<file path="config.mk">
export PLATFORM = sky130hd
export DESIGN_NAME = tile_out_stream_merge_flat
export DESIGN_NICKNAME = d
export VERILOG_FILES = /design/src/rtl/tile_out_stream_merge_pkg.sv /design/src/rtl/tile_out_stream_merge_if.sv /design/src/rtl/tile_rr_arb4.sv /design/src/rtl/tile_out_stream_merge.sv /design/src/flat_wrapper.sv
export SDC_FILE = /design/constraint.sdc
export NUM_CORES = 1
export LEC_CHECK = 0
export CAP_MARGIN = 25
export CELL_PAD_IN_SITES_DETAIL_PLACEMENT = 0
export CELL_PAD_IN_SITES_GLOBAL_PLACEMENT = 1
export CORE_MARGIN = 2
export CORE_UTILIZATION = 36
export CTS_CLUSTER_DIAMETER = 40
export DETAILED_ROUTE_END_ITERATION = 8
export PLACE_DENSITY_LB_ADDON = 0.1
export SETUP_SLACK_MARGIN = 0.02
export SYNTH_ARGS = -nofsm -noshare
export SYNTH_HDL_FRONTEND = slang
export SYNTH_HIERARCHICAL = 1
export SYNTH_SLANG_ARGS = --single-unit
</file>
<file path="constraint.sdc">
create_clock -name clk_line -period 3.8 [get_ports clk_line]
set_input_delay 0.38 -clock clk_line [delete_from_list [all_inputs] [get_ports clk_line]]
set_output_delay 0.38 -clock clk_line [all_outputs]
set_load 0.05 [all_outputs]
</file>
<file path="src/rtl/tile_out_stream_merge_pkg.sv">
// Shared types and constants for the four-lane outbound stream merger.
package tile_stream_pkg;

  localparam int NUM_LANES    = 4;
  localparam int DEF_BW       = 32;
  localparam int DEF_SEQ_W    = 8;

  // Header layout: lane index sits directly above the sequence field.
  localparam int HDR_LANE_LSB = DEF_SEQ_W;
  localparam int HDR_LANE_W   = 2;

  // The header flit is emitted on the IDLE->DATA edge, so it needs no state.
  typedef enum logic {
    IDLE = 1'b0,
    DATA = 1'b1
  } state_e;

endpackage

</file>
<file path="src/rtl/tile_out_stream_merge_if.sv">
// Bundles the four upstream lanes, the merged downstream link and status.
interface tile_out_stream_merge_if #(
  parameter int BW  = 32,
  parameter int BWB = BW / 8
);

  logic [3:0]       s_TVALID;
  logic [4*BW-1:0]  s_TDATA;
  logic [4*BWB-1:0] s_TKEEP;
  logic [3:0]       s_TLAST;
  logic [3:0]       s_TREADY;

  logic             m_TVALID;
  logic [BW-1:0]    m_TDATA;
  logic [BWB-1:0]   m_TKEEP;
  logic             m_TLAST;
  logic             m_TREADY;

  logic [1:0]       grant_lane;
  logic             busy;

  // Environment side: drives the lanes and downstream ready.
  modport master (
    output s_TVALID, s_TDATA, s_TKEEP, s_TLAST, m_TREADY,
    input  s_TREADY, m_TVALID, m_TDATA, m_TKEEP, m_TLAST, grant_lane, busy
  );

  // Merger side.
  modport slave (
    input  s_TVALID, s_TDATA, s_TKEEP, s_TLAST, m_TREADY,
    output s_TREADY, m_TVALID, m_TDATA, m_TKEEP, m_TLAST, grant_lane, busy
  );

endinterface

</file>
<file path="src/rtl/tile_rr_arb4.sv">
// Combinational 4-way round-robin picker: first request at or above ptr.
module tile_rr_arb4
  import tile_stream_pkg::*;
(
  input  logic [3:0] req_i,
  input  logic [1:0] ptr_i,
  output logic [1:0] gnt_idx_o,
  output logic       any_req_o
);

  logic [1:0] idx;

  // Scan downward in distance from ptr so the nearest request wins last.
  always_comb begin
    // NOTE: every combinational output gets a default first so no latch is inferred.
    gnt_idx_o = ptr_i;
    any_req_o = |req_i;
    idx       = ptr_i;
    for (int k = NUM_LANES - 1; k >= 0; k--) begin
      idx = ptr_i + 2'(k);
      if (req_i[idx]) gnt_idx_o = idx;
    end
  end

endmodule

</file>
<file path="src/rtl/tile_out_stream_merge.sv">
// Packet-atomic round-robin merge of four lanes with a lane/sequence header.
module tile_out_stream_merge
  import tile_stream_pkg::*;
#(
  parameter int BW    = DEF_BW,
  parameter int SEQ_W = DEF_SEQ_W
) (
  input logic                    clk_line,
  input logic                    clk_line_rst_high,
  tile_out_stream_merge_if.slave bus
);

  localparam int BWB = BW / 8;

  state_e           state_q, state_d;
  logic [1:0]       rr_q, rr_d;
  logic [1:0]       gnt_q, gnt_d;
  logic [SEQ_W-1:0] seq_q [NUM_LANES];
  logic [SEQ_W-1:0] seq_d [NUM_LANES];
  logic             m_valid_q, m_valid_d;
  logic [BW-1:0]    m_data_q, m_data_d;
  logic [BWB-1:0]   m_keep_q, m_keep_d;
  logic             m_last_q, m_last_d;

  logic [3:0]       s_ready;
  logic             can_load;
  logic [1:0]       arb_idx;
  logic             arb_any;
  logic [BW-1:0]    g_data;
  logic [BWB-1:0]   g_keep;

  assign can_load = !m_valid_q || bus.m_TREADY;
  assign g_data   = bus.s_TDATA[int'(gnt_q)*BW +: BW];
  assign g_keep   = bus.s_TKEEP[int'(gnt_q)*BWB +: BWB];

  tile_rr_arb4 u_arb (
    .req_i     (bus.s_TVALID),
    .ptr_i     (rr_q),
    .gnt_idx_o (arb_idx),
    .any_req_o (arb_any)
  );

  // Next-state: arbitrate and emit header in IDLE, forward granted lane in DATA.
  always_comb begin
    state_d   = state_q;
    rr_d      = rr_q;
    gnt_d     = gnt_q;
    seq_d     = seq_q;
    m_valid_d = m_valid_q;
    m_data_d  = m_data_q;
    m_keep_d  = m_keep_q;
    m_last_d  = m_last_q;
    s_ready   = '0;
    unique case (state_q)
      IDLE: begin
        if (can_load) begin
          m_valid_d = 1'b0;
          if (arb_any) begin
            gnt_d                           = arb_idx;
            m_valid_d                       = 1'b1;
            m_data_d                        = '0;
            m_data_d[SEQ_W +: HDR_LANE_W]   = arb_idx;
            m_data_d[SEQ_W-1:0]             = seq_q[arb_idx];
            m_keep_d                        = '1;
            m_last_d                        = 1'b0;
            state_d                         = DATA;
          end
        end
      end
      DATA: begin
        if (can_load) begin
          s_ready[gnt_q] = 1'b1;
          m_valid_d      = bus.s_TVALID[gnt_q];
          if (bus.s_TVALID[gnt_q]) begin
            m_data_d = g_data;
            m_keep_d = g_keep;
            m_last_d = bus.s_TLAST[gnt_q];
            if (bus.s_TLAST[gnt_q]) begin
              seq_d[gnt_q] = seq_q[gnt_q] + 1'b1;
              rr_d         = gnt_q + 2'd1;
              state_d      = IDLE;
            end
          end
        end
      end
      default: state_d = IDLE;
    endcase
  end

  // State, pointer, sequence counters and output register.
  always_ff @(posedge clk_line or posedge clk_line_rst_high) begin
    if (clk_line_rst_high) begin
      state_q   <= IDLE;
      rr_q      <= '0;
      gnt_q     <= '0;
      // NOTE: the sequence counters are architectural state seen by the host, so this small array is reset like any register.
      for (int i = 0; i < NUM_LANES; i++) seq_q[i] <= '0;
      m_valid_q <= 1'b0;
      m_data_q  <= '0;
      m_keep_q  <= '0;
      m_last_q  <= 1'b0;
    end else begin
      // NOTE: non-blocking assignments keep every flop sampling pre-edge values.
      state_q   <= state_d;
      rr_q      <= rr_d;
      gnt_q     <= gnt_d;
      seq_q     <= seq_d;
      m_valid_q <= m_valid_d;
      m_data_q  <= m_data_d;
      m_keep_q  <= m_keep_d;
      m_last_q  <= m_last_d;
    end
  end

  assign bus.s_TREADY   = s_ready;
  assign bus.m_TVALID   = m_valid_q;
  assign bus.m_TDATA    = m_data_q;
  assign bus.m_TKEEP    = m_keep_q;
  assign bus.m_TLAST    = m_last_q;
  assign bus.grant_lane = gnt_q;
  assign bus.busy       = (state_q == DATA);

endmodule

</file>
<file path="src/flat_wrapper.sv">
// flat-port wrapper written by rule: the top's interface ports become plain ports
module tile_out_stream_merge_flat import tile_stream_pkg::*;
#(
  parameter int BW    = DEF_BW,
  parameter int SEQ_W = DEF_SEQ_W
)
  (clk_line, clk_line_rst_high, bus_s_TVALID, bus_s_TDATA, bus_s_TKEEP, bus_s_TLAST, bus_m_TREADY, bus_s_TREADY, bus_m_TVALID, bus_m_TDATA, bus_m_TKEEP, bus_m_TLAST, bus_grant_lane, bus_busy);
  tile_out_stream_merge_if #(.BW(BW)) bus_i ();
  input logic clk_line;
  input logic clk_line_rst_high;
  input wire logic [$bits(bus_i.s_TVALID)-1:0] bus_s_TVALID;
  input wire logic [$bits(bus_i.s_TDATA)-1:0] bus_s_TDATA;
  input wire logic [$bits(bus_i.s_TKEEP)-1:0] bus_s_TKEEP;
  input wire logic [$bits(bus_i.s_TLAST)-1:0] bus_s_TLAST;
  input wire logic [$bits(bus_i.m_TREADY)-1:0] bus_m_TREADY;
  output wire logic [$bits(bus_i.s_TREADY)-1:0] bus_s_TREADY;
  output wire logic [$bits(bus_i.m_TVALID)-1:0] bus_m_TVALID;
  output wire logic [$bits(bus_i.m_TDATA)-1:0] bus_m_TDATA;
  output wire logic [$bits(bus_i.m_TKEEP)-1:0] bus_m_TKEEP;
  output wire logic [$bits(bus_i.m_TLAST)-1:0] bus_m_TLAST;
  output wire logic [$bits(bus_i.grant_lane)-1:0] bus_grant_lane;
  output wire logic [$bits(bus_i.busy)-1:0] bus_busy;
  assign bus_i.s_TVALID = bus_s_TVALID;
  assign bus_i.s_TDATA = bus_s_TDATA;
  assign bus_i.s_TKEEP = bus_s_TKEEP;
  assign bus_i.s_TLAST = bus_s_TLAST;
  assign bus_i.m_TREADY = bus_m_TREADY;
  assign bus_s_TREADY = bus_i.s_TREADY;
  assign bus_m_TVALID = bus_i.m_TVALID;
  assign bus_m_TDATA = bus_i.m_TDATA;
  assign bus_m_TKEEP = bus_i.m_TKEEP;
  assign bus_m_TLAST = bus_i.m_TLAST;
  assign bus_grant_lane = bus_i.grant_lane;
  assign bus_busy = bus_i.busy;
  tile_out_stream_merge #(.BW(BW), .SEQ_W(SEQ_W)) u_core (.clk_line(clk_line), .clk_line_rst_high(clk_line_rst_high), .bus(bus_i));
endmodule
</file>
==> results.yml, run 1 <==
clock_tree:
  insertion_delay_ns: 0.33
  htree_levels: 3
  post_cts_buffers: 0
  clk_transition_reported_paths_ns: 0.06
  ctsHoldBuffers: 0
  cts_root_buf: "clkbuf_16"
  cts_resized: 0
  clock_sinks: 75
  cts_tree: "done"
  cts_buffers: 9
  clock_path_buffers: 2
final_layout:
  layout-drive-gt1-share: 0.222
  nets: 686
  utilization: 0.557
  syn2layout_area_growth_pct: 52.7
  finalInstanceArea_um2: 6970
  diodes: 0
  stdcell_count: 703
route:
  wl_met1_mm: 5.81
  dr.first_iter.drc_count: 149
  antenna_left: 0
  post_drt_wl_per_cell_um: 20.7
  wl_met3_mm: 1.08
  via_per_inst: 5.38
  drcViolationCount: 0
  via_count: 3783
  dr.pass1.iters: 4
  dr_wl_met2_mm: 7.54
  routed_wl_mm: 14.6
  highest_layer: "met4"
global_routing:
  grt_usage: 0.208
  antenna_found_initial: 0
  grt_pass1_wl_mm: 21.3
  grt_max_degree: 71
  overflow: 0
  first_global_vias: 3786
logic_synthesis:
  synth.distinct_cells: 36
  avgSynthCellArea_um2: 13.5
  seq_area_frac_synth: 0.411
  ys_ff_latch: 75
  synthCells: 339
  netlist_area_um2: 4560
  synth-edff-count: 0
  ys_warn_count: 6
  synth_nets: 499
  synth_ff_type: "dfrtp_1"
  async_reset_ff_frac: 1.00
timing:
  hold_viol_final: 0
  relSlewSlack: 0.412
  fin_worst_skew_ns: 0.00984
  rsz0062_at_grt: "no"
  setup_violations: 0
  period_needed_ns: 2.91
  fin_setup_tns_ns: 0
  fin_crit_sh: 0.766
  clock.fmax_mhz: 344
  drv_slew: 0
  holdWs_ns: 0.250
  worst_pin_slew_ns: 0.882
  setup_ws_ns: 0.890
setup_path:
  cp_cell_sequence: "inv_1, ha_1, and3_1, clkdlybuf4s50_1"
  crit_path_max_fanout: 20
  critical_path_class: "reg2out"
  rr_startpoint: "u_core/bus.grant_lane[0]$_DFFE_PP0P_"
  start_kind: "flop"
  rr_endpoint: "u_core/bus.m_TDATA[2]$_DFFE_PP0P_"
  cpMaxStageDelayCell: "clkdlybuf4s50_1"
  critPathCaptureType: "output pin"
  arrival_ns: 2.53
  reg2reg_depth: 4
  slowest_delay_ns: 0.87
  timing.reg2reg.setup_slack_ns: 1.10
  worstPathRequired_ns: 3.42
placed_design:
  dpl-instance-area_um2: 6680
  port_buffers: 199
  place.gp.congestion: 0.829
  place_ws_ns: 0.723
  dp.cells: 687
  hpwlAfterDp_mm: 11.2
floorplanning:
  die_h_um: 117
  dieArea_um2: 13600
  coreArea_um2: 12500
  die_w_um: 117
  placementRows: 41
  ios: 200
  floorplan.initialDensity: 0.365
power:
  leakage_nw: 2.73
  ir_worst_vdd_v: 0.000393
  power_mw: 6.09
  power_density_nw_per_um2: 875
outcome:
  outcome: "completed"
hold_path:
  hp-class: "in2async"
run:
  maxCapViolCount: 0
synth_stat cells (3+ instances only):
library cell / n / area share
a21oi_1: 44 / 0.048
a22o_1: 22 / 0.042
a31oi_1: 14 / 0.019
and2_1: 6 / 0.0082
and3_1: 5 / 0.0069
buf_2: 9 / 0.0099
buf_4: 4 / 0.0066
buf_6: 3 / 0.0074
clkbuf_1: 15 / 0.012
dfrtp_1: 75 / 0.41
ha_1: 5 / 0.014
inv_1: 5 / 0.0041
mux2_2: 20 / 0.049
mux2_4: 9 / 0.030
mux4_2: 54 / 0.27
nand2_1: 5 / 0.0041
nand3_1: 5 / 0.0055
nor2_1: 12 / 0.0099
o21ai_0: 5 / 0.0055
worst max-delay path: cells and delay by family (launching register included):
kind,cells,cell delay [ns]
fa+ha+maj,1,0.17
buf+inv,2,1.03
simple gates,1,0.36
flops,1,0.63
state kept, by name, indices dropped and copies added, names as in the netlist:
signal / count
u_core/bus.busy: 1
u_core/rr_q: 2
u_core/bus.m_TDATA: 32
u_core/bus.m_TVALID: 1
u_core/bus.grant_lane: 2
u_core/seq_q: 32
u_core/bus.m_TKEEP: 4
u_core/bus.m_TLAST: 1
layout by cell type, fill, tap and decap left out, types with 2 or more instances in the layout:
cell type,instances
or3_4,2
and2_1,6
ha_1,5
mux2_4,9
mux4_2,54
clkinvlp_4,2
clkdlybuf4s50_1,199
clkbuf_16,9
a21oi_1,44
o21ai_0,5
a31oi_1,14
a22o_1,22
mux2i_1,2
nand2_1,5
and3_1,5
clkbuf_8,2
and2b_2,2
mux2_2,20
dfrtp_1,73
xor2_1,2
inv_1,4
inv_6,2
nand3_1,5
nor2_1,12
buf_4,10
cell families (layout without fill, tap and decap cells):
kind of cell,after synthesis,after routing,synth area share
mux,85,85,0.350
buf+inv,38,230,0.0419
compound gates,88,88,0.121
xor+xnor,3,3,0.00576
fa+ha+maj,5,5,0.0137
flops,75,75,0.411
simple gates,45,45,0.0565
how the worst max path moves through the flow:
stage                                         startpoint                                end  slack (ns)  cells past startpoint
floorplan           u_core/bus.grant_lane[1]$_DFFE_PP0P_       u_core/seq_q[17]$_DFFE_PP0P_        0.68                     10
global placement                         bus_s_TVALID[3]  u_core/bus.m_TDATA[1]$_DFFE_PP0P_        0.81                      7
detailed placement                       bus_s_TVALID[3]  u_core/bus.m_TDATA[4]$_DFFE_PP0P_        0.72                      7
CTS                 u_core/bus.grant_lane[0]$_DFFE_PP0P_                    bus_s_TREADY[0]        0.87                      4
global route        u_core/bus.grant_lane[0]$_DFFE_PP0P_                    bus_s_TREADY[0]        0.77                      4
finish              u_core/bus.grant_lane[0]$_DFFE_PP0P_                    bus_s_TREADY[0]        0.89                      4
layer usage:
layer | vias up | global-route usage
li1 | 1715 | -
met1 | 1907 | 0.269
met2 | 146 | 0.362
met3 | 15 | 0.0394
met4 | 0 | 0.0494
met5 | - | 0
where the power goes:
part | internal, mW | total, mW | switching (mW)
Combinational | 1.70 | 3.72 | 2.03
Sequential | 1.19 | 1.56 | 0.369
Clock | 0.483 | 0.812 | 0.329
Total | 3.37 | 6.09 | 2.72
area by class of cell:
class	instances	area, µm²
Inverter	5	18.8
Clock inverter	4	32.5
Tap cell	172	215
Multi-Input combinational cell	226	2500
Timing Repair Buffer	209	2070
Fill cell	1136	5550
Clock buffer	12	256
Sequential cell	75	1880
No activity file was read; power rests on OpenSTA's default activity.
==> run 2, diff against run 1 <==
CORE_UTILIZATION = 33   (was 36)
clock period = 2.95 ns   (was 3.8 ns; I/O delays follow)
==> results.yml, run 2 (same netlist as run 1, synthesis figures left out) <==
setup_path:
  worstPathRequired_ns: 2.65
  slowest_delay_ns: 0.89
  crit_family: "buffers and inverters"
  start_kind: "flop"
  arrival_ns: 2.32
  crit_path_max_fanout: 22
  critPathCaptureType: "output pin"
  cp_cell_sequence: "buf_4, clkdlybuf4s50_1"
  critical_path_class: "reg2out"
  cpMaxStageDelayCell: "clkdlybuf4s50_1"
  path_buf_inv: 2
route:
  dr_wl_met2_mm: 7.57
  dr.pass1.iters: 4
  post_drt_wl_per_cell_um: 20.5
  wl_met3_mm: 1.05
  antenna_left: 0
  drcViolationCount: 0
  highest_layer: "met4"
  dr.first_iter.drc_count: 215
  wl_met1_mm: 5.81
  via_per_inst: 5.33
  via_count: 3826
  routed_wl_mm: 14.7
final_layout:
  n_fill_cell: 1186
  register_area_um2: 1880
  diodes: 0
  nets: 698
  multiInputGateArea_um2: 2500
  layout_commonest_cell: "clkdlybuf4s50_1"
  syn2layout_area_growth_pct: 56.8
  mostFrequentLayoutCells: "clkdlybuf4s50_1, dfrtp_1, mux4_2, a21oi_1, a22o_1"
  layout-drive-gt1-share: 0.245
placed_design:
  port_buffers: 199
  place.gp.congestion: 0.824
  hpwlAfterDp_mm: 11.2
timing:
  clock.fmax_mhz: 382
  fin_worst_skew_ns: 0.00648
  drv_slew: 0
  period_needed_ns: 2.62
  fin_setup_tns_ns: 0
  fin_crit_sh: 0.888
  setup_violations: 0
  worst_pin_slew_ns: 0.574
  hold_viol_final: 0
  rsz0062_at_grt: "no"
  relSlewSlack: 0.616
global_routing:
  antenna_found_initial: 0
  grt_usage: 0.199
  grt_max_degree: 76
  first_global_vias: 4112
  grt_pass1_wl_mm: 22.3
  overflow: 0
clock_tree:
  htree_levels: 3
  cts_root_buf: "clkbuf_16"
  ctsHoldBuffers: 0
  cts_tree: "done"
  clock_path_buffers: 2
  insertion_delay_ns: 0.34
  post_cts_buffers: 0
  clock_sinks: 75
  cts_resized: 0
  cts_buffers: 9
  clk_transition_reported_paths_ns: 0.06
power:
  power_mw: 8.13
  ir_worst_vdd_v: 0.000481
  leakage_nw: 2.84
  power_density_nw_per_um2: 1140
floorplanning:
  coreArea_um2: 13400
  dieArea_um2: 14800
  placementRows: 42
  ios: 200
  die_h_um: 122
  floorplan.initialDensity: 0.341
  die_w_um: 122
outcome:
  outcome: "completed"
hold_path:
  hp-class: "in2async"
run:
  maxCapViolCount: 0
==> run 2: changes by cell type in the layout (fill, tap and decap cells not counted) <==
cell,change
buf_4,+9
buf_12,+7
clkdlybuf4s50_1,-4
clkinvlp_4,-2
inv_6,-2
bufinv_16,+1
clkbuf_8,+1
clkinv_2,+1
==> run 2: area by class of cell <==
| type | instances | share of cell area |
|---|---|---|
| timing repair buffer | 221 | 0.312 |
| sequential | 75 | 0.263 |
| clock buffer | 13 | 0.0378 |
| clock inverter | 2 | 0.00490 |
| multi-input combinational | 226 | 0.349 |
| inverter | 5 | 0.00262 |
| tap | 176 | 0.0308 |
==> run 2: path summary, 6_finish.rpt <==
check | depth (start not counted) | startpoint | end | slack, ns
worst max-delay path | 2 | u_core/bus.grant_lane[0]$_DFFE_PP0P_ | bus_grant_lane[0] | 0.33
worst min-delay path | 3 | clk_line_rst_high | u_core/bus.m_TDATA[19]$_DFFE_PP0P_ | 0.36
worst max register to register | 5 | u_core/bus.grant_lane[0]$_DFFE_PP0P_ | u_core/bus.m_TDATA[22]$_DFFE_PP0P_ | 0.46
worst min register to register | 1 | u_core/bus.m_TLAST$_DFFE_PP0P_ | u_core/bus.m_TLAST$_DFFE_PP0P_ | 0.50
max in group asynchronous | 3 | clk_line_rst_high | u_core/bus.grant_lane[0]$_DFFE_PP0P_ | 2.22
min in group clk_line | 1 | u_core/bus.m_TLAST$_DFFE_PP0P_ | u_core/bus.m_TLAST$_DFFE_PP0P_ | 0.50
==> run 2: metrics by stage <==
stage	cells	hold WS [ns]	worst slack (ns)	util	instance area (µm²)
5_1_grt	718	0.390	0.188	0.534	7160
4_1_cts	718	0.390	0.271	0.534	7160
3_3_place_gp	703	0.470	0.193	0.511	6850
6_report	718	0.361	0.331	0.534	7160
2_1_floorplan	339	0.494	0.0510	-	4570
3_5_place_dp	703	0.489	0.157	0.511	6850
==> run 2: tightest hold or removal path, cell delays in order <==
cell and delay, ns:
clkdlybuf4s50_1 0.41, inv_2 0.07, buf_12 0.33
==> run 2: per-layer routing <==
metal / up-vias / global-route usage
met5: - / 0
met1: 1920 / 0.253
li1: 1735 / -
met4: 0 / 0.0582
met2: 153 / 0.344
met3: 18 / 0.0431
==> run 2: report_power, final <==
group	leakage [nW]	switching, mW	total [mW]	internal [mW]
Clock	0.152	0.410	1.13	0.718
Combinational	1.80	2.72	5.06	2.34
Sequential	0.893	0.413	1.95	1.53
Total	2.84	3.54	8.13	4.59
